<file path="config.mk">
export PLATFORM = sky130hd
export DESIGN_NAME = lcd_pattern_gen
export DESIGN_NICKNAME = d
export VERILOG_FILES = /design/src/rtl/lcd_pattern_gen.sv
export SDC_FILE = /design/constraint.sdc
export NUM_CORES = 1
export LEC_CHECK = 0
export BUFFER_PORTS_ARGS = -buffer_cell sky130_fd_sc_hd__buf_2
export CAP_MARGIN = 10
export CORE_AREA = 2 2 82 84
export DETAILED_ROUTE_END_ITERATION = 8
export DIE_AREA = 0 0 84 86
export PLACE_DENSITY = 0.71
export SKIP_CTS_REPAIR_TIMING = 1
export SLEW_MARGIN = 20
export SYNTH_ARGS = -nofsm -noshare
export SYNTH_HDL_FRONTEND = slang
export SYNTH_SLANG_ARGS = --single-unit
</file>
<file path="constraint.sdc">
create_clock -name clk -period 8.7 [get_ports clk]
set_clock_uncertainty 0.15 [all_clocks]
set_input_delay 0 -clock clk [delete_from_list [all_inputs] [get_ports clk]]
set_output_delay 0 -clock clk [all_outputs]
set_load 0.005 [all_outputs]
</file>
<file path="src/rtl/lcd_pattern_gen.sv">
// lcd_pattern_gen: RGB565 test-pattern source for a 240x135 ST7789 SPI LCD driver.
// Pixels are produced in raster order, one per pix_valid/pix_ready transfer.
// Patterns: colour bars, checkerboard, gradient and a solid colour.
//
// Ports:
//   clk, reset          clock; asynchronous active-high reset
//   enable              level; start/continue frame generation
//   mode, solid_color   pattern select and solid colour, sampled only at frame start
//   pix_valid/ready     pixel handshake
//   pix_data            RGB565 pixel, MSB = red[4]
//   pix_sof/eol/eof     first pixel, last pixel of line, last pixel of frame
//   frame_cnt           completed frames, wrapping
//   busy                generator is in the RUN state
//
// Optional build macro: LCD_PATGEN_SCROLL_EN adds a per-frame horizontal scroll for
// the bar and checker patterns.
module lcd_pattern_gen #(
  parameter int unsigned H_RES    = 240,
  parameter int unsigned V_RES    = 135,
  parameter int unsigned CHK_LOG2 = 4
) (
  input  logic        clk,
  input  logic        reset,
  input  logic        enable,
  input  logic [1:0]  mode,
  input  logic [15:0] solid_color,
  output logic        pix_valid,
  input  logic        pix_ready,
  output logic [15:0] pix_data,
  output logic        pix_sof,
  output logic        pix_eol,
  output logic        pix_eof,
  output logic [7:0]  frame_cnt,
  output logic        busy
);

  localparam int unsigned BarW  = H_RES / 8;
  localparam logic [7:0]  XLast = 8'(H_RES - 1);
  localparam logic [7:0]  YLast = 8'(V_RES - 1);

  typedef enum logic {StIdle, StRun} state_e;

  state_e      state_q, state_d;
  logic [7:0]  x_q, x_d;
  logic [7:0]  y_q, y_d;
  logic [7:0]  fc_q, fc_d;
  logic [1:0]  mode_q, mode_d;
  logic [15:0] color_q, color_d;
  logic [7:0]  px;
  logic        run, last_x, last_pix;

  assign run      = (state_q == StRun);
  assign last_x   = (x_q == XLast);
  assign last_pix = last_x && (y_q == YLast);

`ifdef LCD_PATGEN_SCROLL_EN
  logic [7:0] scroll_q, scroll_d;
  logic [8:0] px_sum;

  // Scrolled column, folded back into 0..H_RES-1 without a modulo.
  assign px_sum = {1'b0, x_q} + {1'b0, scroll_q};
  assign px     = (px_sum >= 9'(H_RES)) ? 8'(px_sum - 9'(H_RES)) : px_sum[7:0];
`else
  assign px = x_q;
`endif

  always_comb begin
    state_d = state_q;
    x_d     = x_q;
    y_d     = y_q;
    fc_d    = fc_q;
    mode_d  = mode_q;
    color_d = color_q;
`ifdef LCD_PATGEN_SCROLL_EN
    scroll_d = scroll_q;
`endif
    case (state_q)
      StIdle: begin
        if (enable) begin
          state_d = StRun;
          mode_d  = mode;
          color_d = solid_color;
          x_d     = '0;
          y_d     = '0;
        end
      end
      StRun: begin
        if (pix_ready) begin
          if (!last_x) begin
            x_d = x_q + 8'd1;
          end else if (!last_pix) begin
            x_d = '0;
            y_d = y_q + 8'd1;
          end else begin
            x_d  = '0;
            y_d  = '0;
            fc_d = fc_q + 8'd1;
`ifdef LCD_PATGEN_SCROLL_EN
            scroll_d = (scroll_q == XLast) ? 8'd0 : scroll_q + 8'd1;
`endif
            // Frame boundary: relatch settings or stop; enable is ignored mid-frame.
            if (enable) begin
              mode_d  = mode;
              color_d = solid_color;
            end else begin
              state_d = StIdle;
            end
          end
        end
      end
      default: state_d = StIdle;
    endcase
  end

  always_ff @(posedge clk or posedge reset) begin
    if (reset) begin
      state_q  <= StIdle;
      x_q      <= '0;
      y_q      <= '0;
      fc_q     <= '0;
      mode_q   <= '0;
      color_q  <= '0;
`ifdef LCD_PATGEN_SCROLL_EN
      scroll_q <= '0;
`endif
    end else begin
      state_q  <= state_d;
      x_q      <= x_d;
      y_q      <= y_d;
      fc_q     <= fc_d;
      mode_q   <= mode_d;
      color_q  <= color_d;
`ifdef LCD_PATGEN_SCROLL_EN
      scroll_q <= scroll_d;
`endif
    end
  end

  // Bar index by threshold comparison; 8 means past the last full bar.
  logic [3:0]  bar;
  logic [15:0] bar_color;
  logic [7:0]  chk_v;
  logic [15:0] pattern;

  always_comb begin
    bar = 4'd0;
    for (int unsigned k = 1; k <= 8; k++) begin
      if ({1'b0, px} >= 9'(k * BarW)) bar = bar + 4'd1;
    end
    case (bar)
      4'd0:    bar_color = 16'hFFFF;
      4'd1:    bar_color = 16'hFFE0;
      4'd2:    bar_color = 16'h07FF;
      4'd3:    bar_color = 16'h07E0;
      4'd4:    bar_color = 16'hF81F;
      4'd5:    bar_color = 16'hF800;
      4'd6:    bar_color = 16'h001F;
      default: bar_color = 16'h0000;
    endcase
  end

  assign chk_v = (px >> CHK_LOG2) ^ (y_q >> CHK_LOG2);

  always_comb begin
    case (mode_q)
      2'd0:    pattern = bar_color;
      2'd1:    pattern = chk_v[0] ? 16'hFFFF : 16'h0000;
      2'd2:    pattern = {x_q[7:3], y_q[7:2], fc_q[4:0]};
      default: pattern = color_q;
    endcase
  end

  // All outputs derive from registered state only; markers are zero outside RUN.
  assign pix_valid = run;
  assign busy      = run;
  assign pix_data  = run ? pattern : 16'h0000;
  assign pix_sof   = run && (x_q == 8'd0) && (y_q == 8'd0);
  assign pix_eol   = run && last_x;
  assign pix_eof   = run && last_pix;
  assign frame_cnt = fc_q;

endmodule

</file>
### Word-level counts from Yosys, hierarchy flattened

Index checks and enable logic that the tools add are counted.

* register bits: 43
* output and inout port bits: 29
* word-level logic and storage cells: 88

* add/sub/neg operators: 10
* $lt $le $gt $ge: 8
* equal/unequal tests: 14
* muxes and demuxes: 35
* bitwise gates (word level): 2
* reductions and logical operators: 13

Operators by type and width (number)
* one-hot mux 16 bit (7 select lines): 1
* two-way mux 16 bit: 6
* two-way mux 8 bit: 6
* one-hot mux 16 bit (3 select lines): 1
* >= comparator 8 bit (second input constant): 4
* one-hot mux 16 bit (2 select lines): 1
* one-hot mux 8 bit (2 select lines): 2
* adder 4 x 1 -> 4 bit (second input constant): 7
* two-way mux 4 bit: 7
* adder 8 x 1 -> 8 bit (second input constant): 3
* == test 8 bit (second input constant): 2
* >= comparator 8 x 7 -> 1 bit (second input constant): 2
* zero test 8 bit: 2
* == test 4 x 3 -> 1 bit (second input constant): 3
* == test 4 x 2 -> 1 bit (second input constant): 2
* >= comparator 8 x 5 -> 1 bit (second input constant): 1
* >= comparator 8 x 6 -> 1 bit (second input constant): 1
* two-way mux 2 bit: 4
* AND reduction 3 bit: 2
* logical AND 1 bit: 5
* two-way mux 1 bit: 5
* == test 4 x 1 -> 1 bit (second input constant): 1
* zero test 4 bit: 1
* != test 2 x 1 -> 1 bit (second input constant): 2
* other kinds (10): 11

### Logic depth before layout (Yosys ltp)

* depth after elaboration: 20
* depth in mapped cells: 30
* mapped depth without buffers: 30

### Worst setup path before layout

No wires, ideal clock.

* path type: register to output
* start: register x_q[5], in the netlist px[5]
* end: output port pix_data[14]
* data arrival time: 5.013 ns
* required time: 8.550 ns
* setup slack: 3.537 ns
* stages on the path, launching flop included: 25
* buffers on the path: 2
* cells stage by stage: dfrtp_1 > clkbuf_1 > nand2_1 > o21ai_0 > inv_1 > ha_1 > buf_2 > xnor2_1 > ha_1 > nand2_1 > o31ai_1 > ha_1 > o21a_1 > ha_1 > o21ba_2 > o21ai_0 > nand2_1 > inv_1 > ha_1 > xor2_1 > xnor2_1 > mux2_2 > a221o_1 > a41oi_2 > a21oi_1

* word-level cells in the longest chain between the ends: 20
* elaborated cells on any way between the ends: 33

Ends and longest elaborated chain
* start: declaration: line 44 `logic [7:0] x_q, x_d;`
* start signal: assignment: line 118 `x_q <= '0;`
* start signal: assignment: line 128 `x_q <= x_d;`
* >= comparator 8 x 5 -> 1 bit: line 148 `if ({1'b0, px} >= 9'(k * BarW)) bar = bar + 4'd1;`
* two-way mux 1 bit: line 148
* adder 4 x 1 -> 4 bit: line 148
* two-way mux 4 bit: line 148
* adder 4 x 1 -> 4 bit: line 148
* two-way mux 4 bit: line 148
* adder 4 x 1 -> 4 bit: line 148
* two-way mux 4 bit: line 148
* (+4 left out)
* adder 4 x 1 -> 4 bit: line 148
* two-way mux 4 bit: line 148
* adder 4 x 1 -> 4 bit: line 148
* two-way mux 4 bit *: line 148
* == test 4 x 3 -> 1 bit, or another cell as far along: line 150 `case (bar)`
* one-hot mux 16 bit (7 select lines) *: line 150
* one-hot mux 16 bit (3 select lines) *: line 165 `case (mode_q)`
* two-way mux 16 bit *: line 176 `assign pix_data = run ? pattern : 16'h0000;`
* end: declaration: line 29 `output logic [15:0] pix_data,`

Every way passes the cells marked *; elsewhere a longest branch is shown, timed or not.

### Final worst setup path

* start: register x_q[4], in the netlist px[4]
* end: output port pix_data[11]

* word-level cells in the longest chain between the ends: 20
* elaborated cells on any way between the ends: 35

Ends and longest elaborated chain (line)
* >= comparator 8 x 5 -> 1 bit: 148
* two-way mux 1 bit: 148
* adder 4 x 1 -> 4 bit: 148
* two-way mux 4 bit: 148
* adder 4 x 1 -> 4 bit: 148
* two-way mux 4 bit: 148
* adder 4 x 1 -> 4 bit: 148
* two-way mux 4 bit: 148
* (+4 left out)
* adder 4 x 1 -> 4 bit: 148
* two-way mux 4 bit: 148
* adder 4 x 1 -> 4 bit: 148
* two-way mux 4 bit: 148
* == test 4 x 3 -> 1 bit, or another cell as far along: 150
* one-hot mux 16 bit (7 select lines): 150
* one-hot mux 16 bit (3 select lines) *: 165
* two-way mux 16 bit *: 176

Marks and branches as above.

==> results.md <==
* Die height at 86 um
* Top_reg_cell synth: dfrtp_1
* Critical path's largest stage delay at 0.76 ns
* Port bufs at 50
* Worst slew margin at 47.6%
* First-pass GRT wire length at 12500 um
* Max VDD drop at 0.134 mV
* Worst r2r src: px[7]$_DFFE_PP0P_
* GP Congestion at 0.908
* I/O pins at 51
* PwrDens at 262 nW/um2
* Aggregate global-route resource usage at 20.7%
* Drt wl/cell at 15.5 um
* CTS tree: done
* WS Path Type: reg -> out
* Fin crit share at 71.3%
* Vias after detailed routing at 2769
* CP delay by family, top: compound AO/OA/AOI/OAI gates
* Reg-to-reg endpoint: y_q[6]$_DFFE_PP0P_
* Crit path buf inv count at 3
* Share of cells above drive strength 1 at 22.4%
* Antenna violations before repair at 0
* R2R Setup Slk at 5.35 ns
* RSZ-0062 raised after global routing: false
* Mapped Avg Cell Area at 8.90 um2
* Number of max-cap violations at 0
* H-tree depth at 2
* Drt first-iter violations at 216
* Initial DRT Pass Iterations at 5
* Worst Setup Start Kind: flip-flop
* Number of global-route vias before repair at 2634
* Row count at 29
* CP endpoint kind: primary output
* Seq/Total Area, Yosys at 34.7%
* Setup-failing EPs final at 0
* Worst-path clk slew at 0.08 ns
* Clock tree root driver cell: clkbuf_8
* Most used cell, CP: ha_1
* Vias per inst at 5.67
* CP arrival at 6.06 ns
* CTS Buf Count at 5
* Crit path cell chain: nand2_1, o21ai_0, inv_1, ha_1, xnor2_1, ha_1, nand2_1, o31ai_1, ha_1, o21a_1, ha_1, o21ba_2, o21ai_0, nand2_1, inv_1, ha_1, xor2_1, xnor2_1, mux2_2, a221o_1, a41oi_2, a21oi_1, buf_2
* Critical path's slowest cell: dfrtp_1
* Largest net degree at the start of global routing at 44
* Hpwl dp at 5170 um
* Setup ws final at 2.49 ns
* Maximum buffer depth of the clock tree at 2
* HP Class: in -> async
* Die width at 84 um
* FMAX at 161 MHz
* Lkg Pwr at 0.00165 uW
* Post-synth EDFFs at 0
* Drt drc at 0
* N_diodes at 0
* Highest net fanout along the worst path at 17
* Final Hold Fails at 0
* Setup Slack @ Placement at 2.89 ns
* Register bit count reported by yosys at 43
* Net Count, Synth at 384
* # nets final at 446
* Mapped Area at 3100 um2
* WP data required at 8.55 ns
* Area added between synthesis and finish at 18.7%
* YS warnings at 0
* Netlist cell types at 57
* Cell count after synthesis at 348
* Final wirelength at 7540 um
* Total Die Area at 7220 um2
* Minimum clock period at 6.21 ns
* Setup TNS at 0 ns
* Async SR Flop Fraction at 100%
* Final hold slack at 0.236 ns
* Core Footprint at 6280 um2
* Slew at the pin with the worst max-slew slack at 0.784 ns
* Worst r2r path cells at 8
* GRT Residual Overflow at 0
* Status: finished, final reports clean
* Fin. max-slew vios at 0
* Clock Latency Late Sink at 0.30 ns
* Initial core utilization at 49.4%
* Clk sink count at 43
* Post-route ant nets at 0
==> cells by family after synthesis <==
group           Yosys count  synth area share [%]
flops                    43                  34.7
simple gates            116                  18.0
buf+inv                  34                  4.56
xor+xnor                 26                  7.79
compound gates           94                  21.7
fa+ha+maj                14                  5.65
mux                      21                  7.59
==> worst register-to-register path, stage by stage, from the launching register on <==
cell and delay [ns]:
dfrtp_1 0.72, inv_1 0.28, nor3_1 0.33, nand2_1 0.17, o21ai_0 0.48, and2_1 0.41
nand4_1 0.21, or3_1 0.38, a21oi_1 0.14
==> cell usage in the layout (no fill, tap or decap), types with 5 or more instances in the layout <==
cell type,Yosys,layout
nand4_1,6,6
inv_1,15,15
nand2_1,50,50
nor3_1,10,10
clkbuf_8,0,5
buf_2,2,50
xnor2_1,16,16
xor2_1,9,9
dfrtp_1,43,43
o21ai_0,35,35
nor2_1,15,15
a21oi_1,20,20
ha_1,14,14
mux2_2,20,20
o21a_1,5,5
dlygate4sd3_1,0,22
nand3_1,11,11
==> Yosys cell counts (2+ instances only) <==
cell / n / area, um2
o211ai_1: 2 / 15.0
nor2_1: 15 / 56.3
a41oi_2: 3 / 48.8
nand4_1: 6 / 37.5
nor4_1: 4 / 25.0
a31oi_1: 3 / 18.8
o31ai_1: 2 / 15.0
a21oi_1: 20 / 100
o21a_1: 5 / 37.5
mux2_2: 20 / 225
o21ba_2: 2 / 20.0
and2_1: 4 / 25.0
and4_1: 2 / 17.5
a211o_1: 2 / 17.5
buf_2: 2 / 10.0
nor2b_1: 3 / 18.8
nor3_1: 10 / 50.1
and3_1: 4 / 25.0
inv_1: 15 / 56.3
xor2_1: 9 / 78.8
clkbuf_1: 14 / 52.6
nand2_1: 50 / 188
ha_1: 14 / 175
o41ai_1: 3 / 26.3
o21ai_0: 35 / 175
nand3_1: 11 / 55.1
dfrtp_1: 43 / 1080
xnor2_1: 16 / 140
==> where the power goes <==
group	total [uW]	leakage [uW]	switching (uW)	internal [uW]
clock network	125	0.0000422	68.1	56.4
registers	281	0.000546	59.7	222
logic	557	0.00106	292	265
==> stage by stage <==
stage / cells / cell area, um2 / power (uW) / util (%)
global route: 488 / 3680 / 1050 / 58.6
detailed placement: 458 / 3370 / 824 / 53.8
global placement: 458 / 3370 / 810 / 53.8
CTS: 466 / 3460 / 952 / 55.1
floorplan: 348 / 3100 / 694 / -
finish: 488 / 3680 / 963 / 58.6
==> layout make-up <==
| class | instances | area (um2) |
|---|---|---|
| fill | 536 | 2600 |
| multi-input combinational | 271 | 1880 |
| sequential | 43 | 1080 |
| timing repair buffer | 74 | 485 |
| tap | 77 | 96.3 |
| clock buffer | 7 | 76.3 |
| inverter | 15 | 56.3 |
| clock inverter | 1 | 5.00 |
==> worst max-delay path by stage <==
stage,startpoint,end,slack (ns),cells after the start
floorplan,px[5]$_DFFE_PP0P_,pix_data[14],3.54,24
global placement,px[4]$_DFFE_PP0P_,pix_data[15],2.98,23
detailed placement,px[4]$_DFFE_PP0P_,pix_data[14],2.89,23
CTS,px[4]$_DFFE_PP0P_,pix_data[14],2.56,23
global route,px[4]$_DFFE_PP0P_,pix_data[11],2.02,23
finish,px[4]$_DFFE_PP0P_,pix_data[11],2.49,23
==> metal layers <==
layer / routed length [um] / vias up / track usage (%)
met1: 3430 / 1321 / 29.3
li1: - / 1366 / -
met3: 317 / 4 / 2.50
met4: 55 / 0 / 5.87
met5: 0 / - / 0
met2: 3740 / 78 / 33.9
==> registers in the layout, indices dropped and copies added (netlist names) <==
name,flops
color_q,16
frame_cnt,8
px,8
y_q,8
mode_q,2
busy,1
(Power assumes the default switching activity.)
